<file path="src/rtl/eeprom_save_ram.sv">
// Byte-array save store for a serial-EEPROM protocol engine, shared with a host load/store port.
// The host wins ties in IDLE; the dirty flag tracks EEPROM-side writes for autosave.
module eeprom_save_ram #(
    parameter int ADDR_W = 8,
    parameter int RD_LAT = 2
) (
    input  logic              clk,
    input  logic              reset,
    input  logic [ADDR_W-1:0] ram_addr,
    input  logic [7:0]        data_to_ram,
    input  logic              ram_read,
    input  logic              ram_write,
    output logic [7:0]        data_from_ram,
    output logic              ram_done,
    input  logic              host_req,
    input  logic              host_we,
    input  logic [ADDR_W-1:0] host_addr,
    input  logic [7:0]        host_wdata,
    output logic [7:0]        host_rdata,
    output logic              host_ack,
    output logic              dirty,
    input  logic              dirty_clr
);

    typedef enum logic [2:0] {
        IDLE,
        EE_RD,
        EE_DONE,
        HOST_RD,
        HOST_ACK
    } state_t;

    localparam logic [1:0] CNT_LAST = 2'(RD_LAT - 1);

    state_t            state;
    state_t            state_nxt;
    logic [7:0]        mem [1 << ADDR_W];
    logic [ADDR_W-1:0] addr_q;
    logic [1:0]        cnt;
    logic              acc_ok;
    logic              host_go;
    logic              ee_go;
    logic              lat_hit;

    // Handshake: ram_read/ram_write are levels answered by ram_done, which stays high
    // until both requests drop; host_req is held until the one-cycle host_ack pulse.
    // A still-visible ram_done or host_ack blocks acceptance so a held request is
    // never served twice and accesses are separated by at least one IDLE cycle.
    always_comb begin
        acc_ok    = (state == IDLE) && !ram_done && !host_ack;
        host_go   = acc_ok && host_req;
        ee_go     = acc_ok && !host_req && (ram_read || ram_write);
        lat_hit   = (cnt == CNT_LAST);
        state_nxt = state;
        case (state)
            IDLE: begin
                if (host_go) begin
                    state_nxt = host_we ? HOST_ACK : HOST_RD;
                end else if (ee_go) begin
                    state_nxt = ram_write ? EE_DONE : EE_RD;
                end
            end
            EE_RD:    if (lat_hit) state_nxt = EE_DONE;
            EE_DONE:  if (!ram_read && !ram_write) state_nxt = IDLE;
            HOST_RD:  if (lat_hit) state_nxt = HOST_ACK;
            HOST_ACK: state_nxt = IDLE;
            default:  state_nxt = IDLE;
        endcase
    end

    always_ff @(posedge clk) begin
        if (reset) state <= IDLE;
        else       state <= state_nxt;
    end

    // Array contents survive reset; only the accept edge writes.
    always_ff @(posedge clk) begin
        if (!reset && host_go && host_we) begin
            mem[host_addr] <= host_wdata;
        end else if (!reset && ee_go && ram_write) begin
            mem[ram_addr] <= data_to_ram;
        end
    end

    always_ff @(posedge clk) begin
        if (reset) begin
            addr_q        <= '0;
            cnt           <= '0;
            data_from_ram <= '0;
            host_rdata    <= '0;
            ram_done      <= 1'b0;
            host_ack      <= 1'b0;
            dirty         <= 1'b0;
        end else begin
            if (host_go)    addr_q <= host_addr;
            else if (ee_go) addr_q <= ram_addr;

            if (state == EE_RD || state == HOST_RD) cnt <= cnt + 2'd1;
            else                                    cnt <= '0;

            if (state == EE_RD && lat_hit)   data_from_ram <= mem[addr_q];
            if (state == HOST_RD && lat_hit) host_rdata    <= mem[addr_q];

            ram_done <= (state == EE_DONE) && (ram_read || ram_write);
            host_ack <= (state == HOST_ACK);

            // Set beats clear when both land on the same edge.
            if (ee_go && ram_write) dirty <= 1'b1;
            else if (dirty_clr)     dirty <= 1'b0;
        end
    end

endmodule
</file>
<file path="config.mk">
export PLATFORM = sky130hd
export DESIGN_NAME = eeprom_save_ram
export DESIGN_NICKNAME = d
export VERILOG_FILES = /design/src/rtl/eeprom_save_ram.sv
export SDC_FILE = /design/constraint.sdc
export NUM_CORES = 2
export LEC_CHECK = 0
export BUFFER_PORTS_ARGS = -buffer_cell sky130_fd_sc_hd__buf_2
export CAP_MARGIN = 10
export CORE_MARGIN = 8
export CORE_UTILIZATION = 45
export CTS_CLUSTER_SIZE = 8
export DETAILED_ROUTE_END_ITERATION = 10
export GPL_ROUTABILITY_DRIVEN = 0
export SYNTH_ARGS = -nofsm -noshare
export SYNTH_HDL_FRONTEND = slang
export SYNTH_SLANG_ARGS = --single-unit
</file>
<file path="constraint.sdc">
create_clock -name clk -period 3.6 [get_ports clk]
set_clock_uncertainty 0.05 [all_clocks]
set_input_delay 0.18 -clock clk [delete_from_list [all_inputs] [get_ports clk]]
set_output_delay 0.18 -clock clk [all_outputs]
set_load 0.05 [all_outputs]
</file>
==> run metrics <==
initial core utilization=45.2%; Mapped Area=0.0815 mm^2; Seq/Total Area, Yosys=76.4%; DP HPWL=148,000 um; critical path type=register to register; RSZ-0062 raised after global routing=yes; Ys Warns=0; Main synth FF type=edfxtp_1; initial DRC count=5,511; worst setup path endpoint=data_from_ram[7]; dpl cells=6,672; fin crit period=3.59 ns; Internal=50,300 uW; syn avg cell area=20.7 um^2; number of global-route vias before repair=43.6k; Num CTS Buffers=311; multi-input logic area=0.0179 mm^2; Sequential Area=0.0623 mm^2; clock latency on the worst-skew pair=0.91 ns; worst slew pin tran=1.13 ns; Post-Layout Cell Count=7,093; CP required=4.40 ns; Comb power frac=25.2%; synthesized net count=3,983; initial antenna violation count=9; Max-slew headroom=24.7%; final setup vio count=0; Cells after Synth=3,943; Peak VDD IR=538 uV; grt ovf=0; Net Sw Frac=28.9%; Max H-tree Level=5; final period utilization=99.7%; Netlist cell types=77; First-pass DRT Iterations=5; Reg clk slew, reported paths=0.05 ns; DIE AREA=0.195 mm^2; Detail Route Antenna Nets=0; reg2reg setup slack=0.01 ns; vias=43.3k; worst hold path class=primary input to register; final hold vios=0; Clock power frac=35.7%; first-pass GRT wire length=323,000 um; WP data arrival=4.39 ns; nets=4,690; Area Overhead vs Synth=18.9%; fillcell total=13.8k; DRC viols=0; Max Cap Viol=0; area share of the largest cell type after synthesis=75.5%; Die Y=442 um; Max Fclk=279 MHz; worst reg-to-reg path cell count=9; most common cell in the synthesized netlist=edfxtp_1; Worst R2R End=data_from_ram[7]; FFs w/ async S/R, synth=0%; layout cells sized above 1=31.3%; dominant cells by area after synthesis=edfxtp_1 (75%), mux4_2 (13%), nor2_1 (1.4%), mux2i_1 (1.2%), dfxtp_1 (0.98%); Crit. End Element=register; Rows=156; TritonCTS clock tree=yes; via/cell ratio=6.10; NetSw=20,500 uW; Max FO, Critical Path=34; Power Density=730 mW/mm^2; Synth area leader=edfxtp_1; Reg power frac=39.1%; status=complete, no violations; clk root buf=clkbuf_16; Critical Path Source Type=register; Routed WL=228,000 um; Place WS=-0.172 ns; Port Buffers=57; GRT Overall Usage=23.2%; core outline area=0.180 mm^2; largest net degree at the start of global routing=149; clk buf depth=4; Num Clock Sinks=2,088; number of synthesized flops with an enable pin=2,048; Die X=442 um; post-synthesis register bit count=2,088; fin. max-slew vios=0; top cells by count, synth=edfxtp_1 (2,048), mux4_2 (488), nor2_1 (313), nand2_1 (110), mux2i_1 (99); setup ws final=0.0124 ns; leakage power=0.0311 uW; IO Pins=58; wire per inst=32.1 um
## cell usage in the layout, fill, tap and decap left out, types with 15 or more instances in the layout
cell type      netlist  layout
buf_4               39     472
mux2_2              35      27
a211oi_1            21      21
a31oi_1             25      25
nor2b_1             17      15
a21oi_1             59      59
a22o_1              17      17
o22ai_1             31      31
a22oi_1             87      85
edfxtp_1          2048    2048
dfxtp_1             40      34
mux4_2             488     488
buf_12               1      58
nand2b_1            24      24
clkbuf_1            71      54
nand2_1            110     110
clkbuf_16            0     316
nor3_1              36      36
o21ai_0             31      31
mux2i_1             99      99
dlygate4sd3_1        0      34
nand3_1             32      32
and2_1              21      21
nor2_1             313     311
buf_2               68      57
or3_1               17      17
## worst min-delay path by stage
| stage | from | cells after the start | endpoint |
|---|---|---|---|
| floorplan | dirty_clr | 2 | dirty |
| global placement | cnt[0] | 1 | cnt[0] |
| detailed placement | cnt[0] | 1 | cnt[0] |
| CTS | host_wdata[4] | 2 | mem[224][4] |
| global route | host_wdata[3] | 2 | mem[110][3] |
| finish | host_wdata[5] | 3 | mem[110][5] |
## metal layers
metal | up-vias | global-route usage, % | wire length, um
met5 | - | 0 | 13
met4 | 2 | 9.11 | 9560
met3 | 452 | 5.30 | 20800
met2 | 2226 | 36.1 | 107000
met1 | 22900 | 32.1 | 90700
li1 | 17700 | - | -
## flip-flops by register name, indices dropped and copies added (netlist names), named ones only
signal and count:
host_rdata 8, dirty 1, host_ack 1, mem 2048, addr_q 8, data_from_ram 8, cnt 2, ram_done 1
state 3
## timing repair
action | in CTS | in global routing
setup endpoints to repair | 2 | 14
pin swaps | 0 | 0
gates resized for setup | 2 | 6
gates cloned | 0 | 0
setup buffers | 0 | 0
hold buffers | 35 | 0
hold endpoints to repair | 70 | 0
## cells by family (layout without fill, tap and decap cells)
kind of cell               count (synthesis)  after routing  share of synthesized area (%)
DFF                                     2088           2088                           76.4
and+or+nand+nor                          624            624                           3.47
muxes                                    622            622                           15.2
AOI/OAI and AO/OA                        361            361                           3.10
buffers and inverters                    247           1021                           1.79
adders and majority gates                  1              1                         0.0154
other                                      0              6                              0
## power groups by stage
stage               registers, uW  logic, uW  clock network (uW)
floorplan                   28000      10600                   0
global placement            28100      17500                   0
detailed placement          28100      17700                   0
CTS                         27700      17800               25600
global route                27700      18600               26500
finish                      27700      17800               25200
## per-stage QoR
step                setup TNS (ns)  util, %  power [uW]  hold slack (ns)  area (um^2)
floorplan                  -846.18        -       38600            0.331        81500
global placement            -0.610     48.9       45700            0.355        88200
detailed placement          -0.327     48.9       45800            0.367        88200
CTS                              0     53.7       71100           0.0113        96800
global route               -0.0240     53.7       72700           0.0571        96900
finish                           0     53.7       70700           0.0374        96900
## critical path, stage by stage, from the launching register on
cell and delay, ns:
dfxtp_4 0.60, buf_12 0.28, buf_4 0.35, mux2i_1 0.14, o22ai_1 0.19, nor3_1 0.08, o41ai_1 0.83, a22oi_1 0.40
nor3_1 0.42, a22o_1 0.17
## cell type report
type,instances,area share (%)
timing repair buffer,623,5.56
clock buffer,370,8.37
tap,2370,3.06
multi-input combinational,1608,18.5
inverter,18,0.0697
clock inverter,10,0.114
antenna,6,0.0155
sequential,2088,64.3
No activity file was read; power rests on OpenSTA's default activity.
